`src/rtl/uart_fifo_loopback.sv`:
```
// UART receiver and transmitter joined by a byte FIFO. Received frames are queued and
// drained by TX either automatically (echo) or one frame per uart_tx_start rising edge.
module uart_fifo_loopback #(
  parameter int unsigned CLOCK_FREQ = 10000000,
  parameter int unsigned DATA_BITS  = 8,
  parameter int unsigned FIFO_DEPTH = 8,
  parameter bit          PARITY_EN  = 1'b0,
  parameter bit          PARITY_ODD = 1'b0
) (
  input  logic                          clk,
  input  logic                          reset,
  input  logic                          uart_rx_d_in,
  input  logic                          uart_tx_start,
  input  logic                          auto_echo,
  input  logic [1:0]                    freq_control,
  input  logic                          clear_err,
  output logic                          uart_tx_d_out,
  output logic                          uart_rx_valid,
  output logic                          uart_tx_ready,
  output logic [DATA_BITS-1:0]          rx_data,
  output logic [$clog2(FIFO_DEPTH):0]   fifo_count,
  output logic                          overrun,
  output logic                          frame_err,
  output logic                          parity_err
);

  localparam int unsigned AW   = $clog2(FIFO_DEPTH);
  localparam int unsigned CW   = AW + 1;
  localparam int unsigned Div0 = (CLOCK_FREQ + 4800) / 9600;
  localparam int unsigned Div1 = (CLOCK_FREQ + 9600) / 19200;
  localparam int unsigned Div2 = (CLOCK_FREQ + 28800) / 57600;
  localparam int unsigned Div3 = (CLOCK_FREQ + 57600) / 115200;
  localparam int unsigned CntW = $clog2(Div0 + 1);
  localparam int unsigned BitW = $clog2(DATA_BITS + 1);

  localparam logic [CntW-1:0] Div0W = CntW'(Div0);
  localparam logic [CntW-1:0] Div1W = CntW'(Div1);
  localparam logic [CntW-1:0] Div2W = CntW'(Div2);
  localparam logic [CntW-1:0] Div3W = CntW'(Div3);
  localparam logic [BitW-1:0] LastBit = BitW'(DATA_BITS - 1);
  localparam logic [CW-1:0]   FullCnt = CW'(FIFO_DEPTH);

  function automatic logic [CntW-1:0] div_sel(input logic [1:0] code);
    logic [CntW-1:0] d;
    unique case (code)
      2'b00:   d = Div0W;
      2'b01:   d = Div1W;
      2'b10:   d = Div2W;
      default: d = Div3W;
    endcase
    return d;
  endfunction

  typedef enum logic [2:0] {RxIdle, RxStart, RxData, RxParity, RxStop} rx_state_e;
  typedef enum logic [2:0] {TxIdle, TxStart, TxData, TxParity, TxStop} tx_state_e;

  rx_state_e              rx_state_q;
  logic                   rx_meta_q, rx_sync_q, rx_prev_q;
  logic [CntW-1:0]        rx_cnt_q, rx_div_q;
  logic [BitW-1:0]        rx_bits_q;
  logic [DATA_BITS-1:0]   rx_shift_q;
  logic                   rx_par_q;

  tx_state_e              tx_state_q;
  logic [CntW-1:0]        tx_cnt_q, tx_div_q;
  logic [BitW-1:0]        tx_bits_q;
  logic [DATA_BITS-1:0]   tx_shift_q;
  logic                   tx_par_q;
  logic                   tx_start_q;

  logic [DATA_BITS-1:0]   mem [FIFO_DEPTH];
  logic [AW-1:0]          wr_ptr_q, rd_ptr_q;
  logic [CW-1:0]          count_d;

  logic rx_tick, rx_done, par_bad, rx_good;
  logic tx_tick, start_rise, fifo_empty, fifo_full, push, pop;

  assign fifo_empty = (fifo_count == '0);
  assign fifo_full  = (fifo_count == FullCnt);

  assign rx_tick = (rx_cnt_q == rx_div_q - 1'b1);
  assign rx_done = (rx_state_q == RxStop) && rx_tick;
  assign par_bad = PARITY_EN && (rx_par_q != ((^rx_shift_q) ^ PARITY_ODD));
  assign rx_good = rx_done && rx_sync_q && !par_bad;

  assign tx_tick    = (tx_cnt_q == tx_div_q - 1'b1);
  assign start_rise = uart_tx_start && !tx_start_q;
  // In echo mode the next frame is launched straight out of the stop bit, leaving no gap.
  assign pop  = !fifo_empty &&
                (((tx_state_q == TxIdle) && (auto_echo || start_rise)) ||
                 ((tx_state_q == TxStop) && tx_tick && auto_echo));
  assign push = rx_good && (!fifo_full || pop);

  // ---------------- RX ----------------
  always_ff @(posedge clk or negedge reset) begin
    if (!reset) begin
      rx_state_q    <= RxIdle;
      rx_meta_q     <= 1'b1;
      rx_sync_q     <= 1'b1;
      rx_prev_q     <= 1'b1;
      rx_cnt_q      <= '0;
      rx_div_q      <= '0;
      rx_bits_q     <= '0;
      rx_shift_q    <= '0;
      rx_par_q      <= 1'b0;
      rx_data       <= '0;
      uart_rx_valid <= 1'b0;
    end else begin
      rx_meta_q     <= uart_rx_d_in;
      rx_sync_q     <= rx_meta_q;
      rx_prev_q     <= rx_sync_q;
      uart_rx_valid <= 1'b0;
      case (rx_state_q)
        RxIdle: begin
          if (rx_prev_q && !rx_sync_q) begin
            rx_state_q <= RxStart;
            rx_cnt_q   <= '0;
            rx_div_q   <= div_sel(freq_control);
          end
        end
        RxStart: begin
          if (rx_cnt_q == (rx_div_q >> 1) - 1'b1) begin
            rx_cnt_q   <= '0;
            rx_bits_q  <= '0;
            rx_state_q <= rx_sync_q ? RxIdle : RxData;
          end else begin
            rx_cnt_q <= rx_cnt_q + 1'b1;
          end
        end
        RxData: begin
          if (rx_tick) begin
            rx_cnt_q   <= '0;
            rx_shift_q <= {rx_sync_q, rx_shift_q[DATA_BITS-1:1]};
            rx_bits_q  <= rx_bits_q + 1'b1;
            if (rx_bits_q == LastBit) begin
              if (PARITY_EN) rx_state_q <= RxParity;
              else           rx_state_q <= RxStop;
            end
          end else begin
            rx_cnt_q <= rx_cnt_q + 1'b1;
          end
        end
        RxParity: begin
          if (rx_tick) begin
            rx_cnt_q   <= '0;
            rx_par_q   <= rx_sync_q;
            rx_state_q <= RxStop;
          end else begin
            rx_cnt_q <= rx_cnt_q + 1'b1;
          end
        end
        RxStop: begin
          if (rx_tick) begin
            rx_cnt_q   <= '0;
            rx_state_q <= RxIdle;
            if (rx_good) begin
              rx_data       <= rx_shift_q;
              uart_rx_valid <= 1'b1;
            end
          end else begin
            rx_cnt_q <= rx_cnt_q + 1'b1;
          end
        end
        default: rx_state_q <= RxIdle;
      endcase
    end
  end

  // A new error in the clearing cycle wins over clear_err.
  always_ff @(posedge clk or negedge reset) begin
    if (!reset) begin
      overrun    <= 1'b0;
      frame_err  <= 1'b0;
      parity_err <= 1'b0;
    end else begin
      overrun    <= (overrun & ~clear_err) | (rx_good & fifo_full & ~pop);
      frame_err  <= (frame_err & ~clear_err) | (rx_done & ~rx_sync_q);
      parity_err <= (parity_err & ~clear_err) | (rx_done & par_bad);
    end
  end

  // ---------------- FIFO ----------------
  always_comb begin
    count_d = fifo_count;
    if (push && !pop)      count_d = fifo_count + 1'b1;
    else if (!push && pop) count_d = fifo_count - 1'b1;
  end

  always_ff @(posedge clk) begin
    if (push) mem[wr_ptr_q] <= rx_shift_q;
  end

  always_ff @(posedge clk or negedge reset) begin
    if (!reset) begin
      wr_ptr_q   <= '0;
      rd_ptr_q   <= '0;
      fifo_count <= '0;
    end else begin
      if (push) wr_ptr_q <= wr_ptr_q + 1'b1;
      if (pop)  rd_ptr_q <= rd_ptr_q + 1'b1;
      fifo_count <= count_d;
    end
  end

  // ---------------- TX ----------------
  always_ff @(posedge clk or negedge reset) begin
    if (!reset) begin
      tx_state_q    <= TxIdle;
      tx_cnt_q      <= '0;
      tx_div_q      <= '0;
      tx_bits_q     <= '0;
      tx_shift_q    <= '0;
      tx_par_q      <= 1'b0;
      tx_start_q    <= 1'b0;
      uart_tx_d_out <= 1'b1;
      uart_tx_ready <= 1'b1;
    end else begin
      tx_start_q <= uart_tx_start;
      if (pop) begin
        tx_state_q    <= TxStart;
        tx_cnt_q      <= '0;
        tx_div_q      <= div_sel(freq_control);
        tx_shift_q    <= mem[rd_ptr_q];
        tx_par_q      <= (^mem[rd_ptr_q]) ^ PARITY_ODD;
        uart_tx_d_out <= 1'b0;
        uart_tx_ready <= 1'b0;
      end else begin
        case (tx_state_q)
          TxStart: begin
            if (tx_tick) begin
              tx_cnt_q      <= '0;
              tx_bits_q     <= '0;
              uart_tx_d_out <= tx_shift_q[0];
              tx_shift_q    <= tx_shift_q >> 1;
              tx_state_q    <= TxData;
            end else begin
              tx_cnt_q <= tx_cnt_q + 1'b1;
            end
          end
          TxData: begin
            if (tx_tick) begin
              tx_cnt_q <= '0;
              if (tx_bits_q == LastBit) begin
                if (PARITY_EN) begin
                  tx_state_q    <= TxParity;
                  uart_tx_d_out <= tx_par_q;
                end else begin
                  tx_state_q    <= TxStop;
                  uart_tx_d_out <= 1'b1;
                end
              end else begin
                tx_bits_q     <= tx_bits_q + 1'b1;
                uart_tx_d_out <= tx_shift_q[0];
                tx_shift_q    <= tx_shift_q >> 1;
              end
            end else begin
              tx_cnt_q <= tx_cnt_q + 1'b1;
            end
          end
          TxParity: begin
            if (tx_tick) begin
              tx_cnt_q      <= '0;
              tx_state_q    <= TxStop;
              uart_tx_d_out <= 1'b1;
            end else begin
              tx_cnt_q <= tx_cnt_q + 1'b1;
            end
          end
          TxStop: begin
            if (tx_tick) begin
              tx_cnt_q      <= '0;
              tx_state_q    <= TxIdle;
              uart_tx_ready <= 1'b1;
            end else begin
              tx_cnt_q <= tx_cnt_q + 1'b1;
            end
          end
          default: begin
            tx_state_q    <= TxIdle;
            uart_tx_d_out <= 1'b1;
          end
        endcase
      end
    end
  end

endmodule

```
`config.mk`:
```
export PLATFORM = sky130hd
export DESIGN_NAME = uart_fifo_loopback
export DESIGN_NICKNAME = d
export VERILOG_FILES = /design/src/rtl/uart_fifo_loopback.sv
export SDC_FILE = /design/constraint.sdc
export NUM_CORES = 1
export LEC_CHECK = 0
export BUFFER_PORTS_ARGS = -buffer_cell sky130_fd_sc_hd__buf_4
export CAP_MARGIN = 10
export CORE_MARGIN = 10
export CORE_UTILIZATION = 54
export DETAILED_ROUTE_END_ITERATION = 6
export HOLD_SLACK_MARGIN = 0.15
export PLACE_DENSITY = 0.77
export SYNTH_ARGS = -nofsm -noshare
export SYNTH_HDL_FRONTEND = slang
export SYNTH_SLANG_ARGS = --single-unit
```
`constraint.sdc`:
```
create_clock -name clk -period 4.1 [get_ports clk]
set_clock_uncertainty 0.05 [all_clocks]
set_input_delay 0.205 -clock clk [delete_from_list [all_inputs] [get_ports clk]]
set_output_delay 0.205 -clock clk [all_outputs]
set_load 0.05 [all_outputs]
```
==> results of run 1 <==
==> through the flow <==
stage | utilization, % | worst slack (ns) | hold slack [ns] | std cells
5_1_grt | 62.2 | 0.000968 | 0.218 | 906
3_5_place_dp | 57.7 | 0.196 | 0.265 | 869
6_report | 62.2 | 0.244 | 0.198 | 906
3_3_place_gp | 57.7 | 0.379 | 0.264 | 869
2_1_floorplan | - | 0.438 | -0.141 | 684
4_1_cts | 62.0 | 0.166 | 0.183 | 906
==> cell usage after synthesis, types with 3 or more instances <==
cell	n
o22ai_1	10
nand2b_1	10
nor2_1	46
xnor2_1	27
nand3b_1	10
ha_1	17
dfstp_2	5
nor3b_1	5
nor2b_1	10
clkbuf_1	17
buf_6	4
mux2_1	8
a31oi_1	5
or3_1	4
inv_1	26
nand2_1	50
o31ai_1	3
edfxtp_1	64
or2_2	4
nor4_1	4
nor2_2	3
buf_2	11
nand3_1	18
nor3_2	3
o211ai_1	3
mux2i_1	14
and3_1	8
dfrtp_1	93
nor4b_2	3
xor2_1	16
o21ai_0	40
a21oi_1	30
nor3_1	15
mux4_2	16
mux2_2	15
buf_1	5
o32ai_1	6
nand4_1	5
o22a_1	7
==> worst paths after layout <==
path	endpoint	slack [ns]	cells past startpoint
min in group asynchronous	tx_cnt_q[4]	0.37	2
hold / removal	tx_div_q[7]	0.20	3
hold reg to reg	rx_sync_q	0.31	0
setup reg to reg	fifo_count[3]	0.24	18
max in group asynchronous	uart_tx_ready	2.66	3
setup / recovery	fifo_count[3]	0.24	18
==> worst reg2reg max path, stage by stage (launching register included) <==
cell and delay [ns]:
dfrtp_1 0.44, inv_1 0.09, ha_1 0.22, or3b_1 0.45, nor3_2 0.15, mux2_1 0.35
nand4_1 0.13, nor3b_2 0.07, a41o_2 0.31, nand2_2 0.16, inv_2 0.06, ha_1 0.21
inv_1 0.11, ha_1 0.24, a21o_1 0.17, a21oi_1 0.17, xnor2_1 0.14, nor2_1 0.07
xor2_1 0.14
==> power by group through the flow <==
stage                     Combinational [uW]  Sequential [uW]  Clock [uW]
after detailed placement                1830             2430           0
final                                   1870             2420        1550
after floorplan                         1610             2230           0
after global placement                  1760             2410           0
after CTS                               1850             2400        1570
after global routing                    2070             2480        1640
==> state kept, by name, indices dropped and copies added, names as in the netlist, 3 cells and up <==
name,cells
rx_state_q,3
tx_cnt_q,11
rx_data,8
mem,64
tx_div_q,9
rx_div_q,9
rx_cnt_q,11
tx_bits_q,4
wr_ptr_q,3
tx_shift_q,8
rx_bits_q,4
tx_state_q,3
rd_ptr_q,3
fifo_count,4
rx_shift_q,8
==> timing repair <==
action                                 4_1_cts  5_1_grt
setup buffers                                0        0
hold buffers                                 5        0
setup endpoints to repair                    0        1
gates resized for setup                      0        5
endpoints found under the hold margin       70        0
==> cell type report <==
class / count / area, um^2 / area share [%]
Sequential cell: 162 / 4380 / 48.3
Multi-Input combinational cell: 458 / 3440 / 38.0
Clock buffer: 18 / 439 / 4.84
Timing Repair Buffer: 43 / 335 / 3.70
Tap cell: 184 / 230 / 2.54
Clock inverter: 14 / 139 / 1.53
Inverter: 27 / 101 / 1.12
==> logic make-up after synthesis <==
logic type                 after synthesis
xor gates and xnor gates                43
buffers and inverters                   64
adders and majority gates               18
muxes                                   54
AOI/OAI and AO/OA                      126
DFF                                    162
and+or+nand+nor                        217
==> layer usage <==
layer  global-route usage, %  vias to the layer above  wire length [um]
li1                        -                     2550                 -
met1                    22.4                     2695              7440
met2                    28.6                      177              8290
met3                    4.57                       26              1000
met4                    6.07                        0               282
met5                       0                        -                 0
==> key figures, run 1 <==
Status
  – Outcome: finished, final reports clean

Synthesis
  – Post-synth EDFFs: 64
  – Top FF cell, synth: dfrtp_1
  – Complex-gate fraction of the synthesized area: 9.88%
  – Post-Synth Adder-Cell Area: 2.88%
  – Simple-gate share of the synthesized area: 15.3%
  – Multiplexer share of the synthesized area: 9.59%
  – Register area share after synthesis: 54.2%
  – Largest family of logic cells by synthesized area: simple AND/OR/NAND/NOR gates
  – Syn_nets: 710
  – Ys async rst share: 60.5%
  – Post-Syn Area: 8080 um^2
  – Synth warnings: 0
  – Synth unique cells: 75
  – Average cell area after synthesis: 11.8 um^2
  – Post-Synth XOR/XNOR Area: 4.66%
  – Top cells by area, synth: dfrtp_1 (29%), edfxtp_1 (24%), mux4_2 (4.5%)
  – Post-synthesis cell count: 684
  – Flops & latches, synth: 162
  – Post-synth top area share: 28.8%
  – Synth area leader: dfrtp_1

Global route
  – Vias in the first global route: 5628
  – Total gr overflow: 0
  – Largest net degree at the start of global routing: 69
  – First-pass GRT wire length: 28600 um
  – Initial antenna violation count: 0
  – Gr usage total: 17.6%

Power and ir drop
  – Total power: 5840 uW
  – Peak VDD IR: 0.329 mV
  – Combinational cell fraction of total power: 32.0%
  – LEAKAGE: 0.00362 uW
  – Clk pwr share: 26.6%
  – Sw power: 2210 uW
  – Internal power: 3630 uW
  – Sequential share of power: 41.4%
  – PD cells: 644 nW/um^2
  – Switching share of power: 37.9%

CTS
  – Skew-Pair Late Insertion Delay: 0.43 ns
  – Clock buffer count from CTS: 17
  – Number of H-tree levels: 4
  – Clock sink count: 162
  – CTS root buf: clkbuf_16
  – Reg clk slew, reported paths: 0.07 ns
  – CTS Buffer Depth: 2
  – CTS tree: yes

Finish
  – Synth-to-layout area growth: 12.2%
  – Finished Cell Area: 9070 um^2
  – Most frequent cells in the layout: dfrtp_1 (93), edfxtp_1 (64), nand2_1 (50)
  – Share of cells above drive strength 1: 18.8%
  – Final Net Count: 735
  – Commonest non-fill, non-tap cell in the layout: dfrtp_1
  – Filler Cells Inserted: 1087
  – N_diodes: 0

STA
  – Fin crit period: 3.86 ns
  – Final period utilization: 94.1%
  – Final Slew Violations: 0
  – Worst Tran Pin Value: 1.21 ns
  – Unrepaired setup endpoints after global routing: false
  – Fin. Hold Viols: 0
  – Max_slew headroom: 18.4%
  – Final setup fails: 0
  – Setup_tns: 0 ns
  – F_max: 0.259 GHz

Drt
  – Post-route ant nets: 0
  – Wirelength per Cell: 18.8 um
  – Via/cell ratio: 6.01
  – Drt drc: 0
  – Vias: 5448
  – TritonRoute pass-1 iters: 5
  – DRT iter0 DRCs: 528
  – WL final: 17000 um

Hold path
  – Worst min-delay path class: in -> reg
  – HP Start: freq_control[1]

Worst setup path
  – Most used cell, CP: ha_1
  – Critical Path Start: tx_div_q[0]
  – Class of the most critical setup path: reg -> reg
  – Critical path's top delay family: simple AND/OR/NAND/NOR gates
  – Worst setup SP type: flop
  – Peak per-stage delay on the critical path: 0.45 ns
  – Arrival time worst endpoint: 4.12 ns
  – Worst path slowest cell: or3b_1
  – Crit Path Max Fanout: 6
  – Bufs and invs on worst path: 3
  – CP endpoint kind: flop
  – Crit path required time: 4.36 ns
  – Cells along the critical path: inv_1 -> ha_1 -> or3b_1 -> nor3_2 -> mux2_1 -> nand4_1 -> nor3b_2 -> a41o_2 -> nand2_2 -> inv_2 -> ha_1 -> inv_1 -> ha_1 -> a21o_1 -> a21oi_1 -> xnor2_1 -> nor2_1 -> xor2_1
  – Reg2reg start: tx_div_q[0]

Floorplanning
  – Chip width: 142 um
  – # rows: 44
  – Die area: 20300 um^2
  – Placeable Area: 14600 um^2
  – Boundary Pins: 26
  – Starting Density: 55.4%
  – Die Y: 142 um

Placement
  – Final HPWL DP: 11400 um
  – Gpl congestion: 0.829
  – Port Buffers: 25
  – Post-DP Area: 8410 um^2

Job
  – Max Cap Viol: 0
Power figures use the tool's default switching activity.
==> run 2, diff against run 1 <==
Settings changed: CELL_PAD_IN_SITES_DETAIL_PLACEMENT set to 2, CELL_PAD_IN_SITES_GLOBAL_PLACEMENT set to 2, CORE_UTILIZATION 54 to 43, PLACE_DENSITY 0.77 to 0.85.
==> key figures, run 2 (synthesized netlist as in run 1, its figures left out) <==
Worst setup path
  – CP endpoint kind: flop
  – Crit path required time: 4.37 ns
  – Worst setup SP type: flop
  – Arrival time worst endpoint: 4.17 ns
  – Class of the most critical setup path: reg -> reg
  – Crit Path Max Fanout: 5

Placement
  – Final HPWL DP: 16500 um
  – Post-DP Area: 8510 um^2
  – Port Buffers: 25
  – Total placed cells including tap cells: 923
  – Gpl congestion: 0.852

Finish
  – Most frequent cells in the layout: dfrtp_1 (92), edfxtp_1 (64), nand2_1 (50)
  – Filler Cells Inserted: 1796
  – Final Net Count: 746
  – N_diodes: 0
  – Largest register FFs: 64
  – Final cell count without fillers: 967
  – Commonest non-fill, non-tap cell in the layout: dfrtp_1
  – Share of cells above drive strength 1: 21.1%
  – Synth-to-layout area growth: 15.0%
  – Most flop-heavy register: mem
  – Biggest regs: mem (64), rx_cnt_q (11), tx_cnt_q (11)
  – Finished Cell Area: 9290 um^2

Floorplanning
  – # rows: 50
  – Chip width: 157 um
  – Die Y: 157 um
  – Placeable Area: 18600 um^2
  – Boundary Pins: 26
  – Die area: 24700 um^2
  – Starting Density: 43.5%

CTS
  – Clock buffer count from CTS: 17
  – Skew-Pair Late Insertion Delay: 0.45 ns
  – Clock sink count: 162
  – Number of H-tree levels: 4
  – Reg clk slew, reported paths: 0.08 ns
  – CTS Buffer Depth: 2
  – CTS tree: yes
  – CTS root buf: clkbuf_16

Global route
  – First-pass GRT wire length: 39000 um
  – Gr usage total: 20.9%
  – Initial antenna violation count: 0
  – Largest net degree at the start of global routing: 66
  – Vias in the first global route: 6472
  – Total gr overflow: 0

Drt
  – DRT iter0 DRCs: 306
  – Drt drc: 0
  – Vias: 5751
  – WL final: 25000 um
  – TritonRoute pass-1 iters: 4
  – Via/cell ratio: 5.95
  – Post-route ant nets: 0
  – Wirelength per Cell: 25.9 um

Power and ir drop
  – Total power: 6100 uW
  – PD cells: 656 nW/um^2
  – LEAKAGE: 0.00371 uW
  – Peak VDD IR: 0.401 mV

STA
  – Max_slew headroom: 32.0%
  – F_max: 0.257 GHz
  – Final period utilization: 95.0%
  – Worst Tran Pin Value: 1.01 ns
  – Final Slew Violations: 0
  – Fin. Hold Viols: 0
  – Hold WS: 0.229 ns
  – Fin crit period: 3.89 ns
  – Final setup fails: 0

Hold path
  – Worst min-delay path class: in -> reg

Status
  – Outcome: finished, final reports clean

Job
  – Max Cap Viol: 0
[run 2: changes by cell type in the layout (fill, tap and decap cells not counted), moves of 2 or more]
cell      previous run  this run
inv_1               26        24
ha_4                 0         2
clkinv_2             2         0
inv_2                1         3
ha_1                17        14
clkinv_8             2         4
buf_4               38        48
clkinv_4             0         3
[run 2: path summary, 6_finish.rpt]
kind	start	endpoint	slack [ns]	cells past startpoint
setup / recovery	rx_div_q[1]	fifo_count[3]	0.21	17
hold / removal	freq_control[1]	tx_div_q[7]	0.23	3
setup reg to reg	rx_div_q[1]	fifo_count[3]	0.21	17
hold reg to reg	rx_meta_q	rx_sync_q	0.31	0
max in group asynchronous	reset	uart_tx_d_out	2.65	3
min in group asynchronous	reset	tx_cnt_q[10]	0.36	2
[run 2: what timing repair did]
action | CTS | global route
setup buffers | 1 | 5
endpoints found under the hold margin | 67 | 0
setup endpoints to repair | 1 | 1
pin swaps | 0 | 4
hold buffers | 5 | 0
gates resized for setup | 5 | 10
[run 2: routing by layer]
metal | share of wire (%) | wire length [um] | vias up | global-route usage (%)
met3 | 4.2 | 1060 | 49 | 4.31
met4 | 3.2 | 801 | 0 | 9.44
met2 | 53 | 13200 | 138 | 37.0
met5 | 0 | 0 | - | 0
li1 | - | - | 2564 | -
met1 | 40 | 9950 | 3000 | 23.6
[run 2: area by class of cell]
| class | count | area [um^2] | area share [%] |
|---|---|---|---|
| clock buffer | 18 | 439 | 4.73 |
| inverter | 27 | 101 | 1.09 |
| tap | 234 | 293 | 3.15 |
| clock inverter | 14 | 160 | 1.72 |
| multi-input combinational | 458 | 3480 | 37.4 |
| timing repair buffer | 54 | 438 | 4.71 |
| sequential | 162 | 4380 | 47.2 |
[run 2: stage by stage]
step                      util [%]  setup WS, ns  setup TNS, ns
after floorplan                  -         0.438              0
final                         50.0         0.205              0
after global placement        45.8         0.386              0
after detailed placement      45.8       -0.0291        -0.0291
after CTS                     49.5        0.0123              0
after global routing          50.0      -0.00303       -0.00303
[run 2: power breakdown]
| group | switching (uW) | internal, uW |
|---|---|---|
| logic | 1150 | 914 |
| clock network | 788 | 835 |
| registers | 502 | 1910 |
| total | 2440 | 3660 |
[run 2: critical path, cell delays in order, from the launching register on]
cell and delay [ns]:
dfrtp_1 0.45, inv_2 0.15, ha_4 0.18, nor4b_4 0.25, nand2_1 0.13, xor2_1 0.21
o41a_4 0.44, nor4b_4 0.32, nand2_2 0.15, inv_2 0.11, ha_1 0.18, inv_1 0.09
ha_1 0.31, a21o_1 0.21, a21oi_1 0.18, xnor2_1 0.14, nor2_1 0.07, xor2_1 0.14
==> run 3, diff against run 2 <==
==> constraint.sdc (replaced) <==
create_clock -name clk -period 4.1 [get_ports clk]
set_clock_uncertainty 0.05 [all_clocks]
set_input_delay 0.615 -clock clk [delete_from_list [all_inputs] [get_ports clk]]
set_output_delay 0.615 -clock clk [all_outputs]
set_load 0.05 [all_outputs]
==> key figures, run 3 (synthesized netlist as in run 1, its figures left out) <==
Finish
  – Finished Core Util: 49.3%
  – Footprint of the multi-input gates: 3460 um^2
  – Most frequent cells in the layout: dfrtp_1 (91), edfxtp_1 (64), nand2_1 (50)
  – Commonest non-fill, non-tap cell in the layout: dfrtp_1
  – Finished Cell Area: 9160 um^2
  – Filler Cells Inserted: 1810
  – Final Net Count: 736
  – N_diodes: 0
  – Most flop-heavy register: mem
  – FF+latch area: 4380 um^2
  – Biggest regs: mem (64), rx_cnt_q (11), tx_cnt_q (11)
  – Largest register FFs: 64
  – Share of cells above drive strength 1: 19.9%
  – Synth-to-layout area growth: 13.4%

CTS
  – CTS root buf: clkbuf_16
  – CTS tree: yes
  – Clock sink count: 162
  – CTS Hold Bufs: 0
  – CTS Buffer Depth: 2
  – Clock buffer count from CTS: 17
  – Skew-Pair Late Insertion Delay: 0.43 ns
  – Reg clk slew, reported paths: 0.07 ns
  – Number of H-tree levels: 4

STA
  – Worst Tran Pin Value: 0.983 ns
  – Fin crit period: 3.98 ns
  – Final Slew Violations: 0
  – Setup_tns: 0 ns
  – Final setup fails: 0
  – Max_slew headroom: 34.0%
  – Fin. Hold Viols: 0
  – Final period utilization: 97.2%
  – Hold WS: 0.241 ns
  – F_max: 0.251 GHz

Drt
  – WL final: 24800 um
  – Drt drc: 0
  – Post-route ant nets: 0
  – DRT iter0 DRCs: 408
  – TritonRoute pass-1 iters: 5
  – Wirelength per Cell: 25.9 um
  – Via/cell ratio: 6.01
  – Vias: 5751

Worst setup path
  – Peak per-stage delay on the critical path: 0.44 ns
  – Cells along the critical path: inv_1 -> ha_2 -> nor4b_4 -> and3b_1 -> o211ai_1 -> o41a_4 -> nor4b_4 -> nand2_2 -> inv_2 -> ha_1 -> inv_1 -> ha_1 -> a21o_1 -> a21oi_1 -> xnor2_1 -> nor2_1 -> xor2_1
  – Critical path depth: 17
  – Worst setup SP type: flop
  – Class of the most critical setup path: reg -> reg
  – Worst r2r path cells: 17
  – Bufs and invs on worst path: 3
  – Arrival time worst endpoint: 4.25 ns
  – Worst path slowest cell: dfrtp_1
  – Crit Path Max Fanout: 5
  – CP endpoint kind: flop
  – Crit path required time: 4.36 ns
  – Critical path's top delay family: simple AND/OR/NAND/NOR gates

Global route
  – Vias in the first global route: 6463
  – Initial antenna violation count: 0
  – First-pass GRT wire length: 39200 um
  – Largest net degree at the start of global routing: 68
  – Total gr overflow: 0
  – Gr usage total: 20.9%

Hold path
  – Worst min-delay path class: in -> reg
  – WHS Path Cells: 1

Placement
  – Gpl congestion: 0.829
  – Port Buffers: 25
  – Post-DP Area: 8500 um^2
  – Final HPWL DP: 16400 um

Floorplanning
  – Die area: 24700 um^2
  – # rows: 50
  – Boundary Pins: 26
  – Chip width: 157 um
  – Placeable Area: 18600 um^2
  – Die Y: 157 um
  – Starting Density: 43.5%

Power and ir drop
  – Total power: 6140 uW
  – Peak VDD IR: 0.334 mV
  – LEAKAGE: 0.00362 uW
  – PD cells: 670 nW/um^2

Job
  – Max Cap Viol: 0

Status
  – Outcome: finished, final reports clean
==> run 3: cell types whose count changed in the layout (fill, tap and decap cells not counted), moves of 2 or more <==
cell,previous run,this run
buf_4,48,43
clkinv_1,0,2
clkinv_4,3,5
clkinv_8,4,0
dlygate4sd3_1,5,0
inv_1,24,26
inv_2,3,1
inv_8,3,1
==> run 3: power by group <==
| group | internal [uW] | switching, uW |
|---|---|---|
| logic | 942 | 1200 |
| registers | 1920 | 514 |
| clock network | 863 | 703 |
==> run 3: timing repair <==
| action | CTS | global route |
|---|---|---|
| setup endpoints to repair | 1 | 1 |
| pin swaps | 0 | 2 |
| setup buffers | 0 | 2 |
| gates resized for setup | 4 | 7 |
==> run 3: layer usage <==
layer  vias to the layer above  global-route usage [%]  wire length, um
met5                         -                       0                0
met4                         0                    6.23              525
met3                        35                    4.12              801
met2                       114                    37.7            13300
met1                      3059                    24.5            10200
li1                       2543                       -                -
==> run 3: cell type report <==
| type | count | share of cell area [%] |
|---|---|---|
| Multi-Input combinational cell | 458 | 37.8 |
| Tap cell | 234 | 3.20 |
| Timing Repair Buffer | 44 | 3.82 |
| Clock buffer | 19 | 4.84 |
| Sequential cell | 162 | 47.8 |
| Clock inverter | 13 | 1.38 |
| Inverter | 27 | 1.11 |
==> run 3: worst reg2reg max path: stages, from the launching register on <==
cell and delay [ns]:
dfrtp_1 0.44, inv_1 0.16, ha_2 0.28, nor4b_4 0.34, and3b_1 0.34, o211ai_1 0.19, o41a_4 0.21, nor4b_4 0.34
nand2_2 0.11, inv_2 0.09, ha_1 0.19, inv_1 0.09, ha_1 0.29, a21o_1 0.19, a21oi_1 0.18, xnor2_1 0.14
nor2_1 0.07, xor2_1 0.15
==> run 3: worst paths after layout <==
kind / from / to / slack (ns)
worst max-delay path: rx_div_q[1] / fifo_count[3] / 0.12
worst min-delay path: uart_rx_d_in / rx_meta_q / 0.24
worst max register to register: rx_div_q[1] / fifo_count[3] / 0.12
worst min register to register: rx_meta_q / rx_sync_q / 0.31
max in group asynchronous: reset / uart_tx_ready / 2.86
min in group asynchronous: reset / fifo_count[3] / 0.27
==> run 3: per-stage QoR <==
stage	setup slack, ns	cells
after detailed placement	-0.0671	922
after CTS	0.00671	954
after global placement	0.330	922
final	0.116	957
after global routing	-0.0417	957
after floorplan	0.438	684
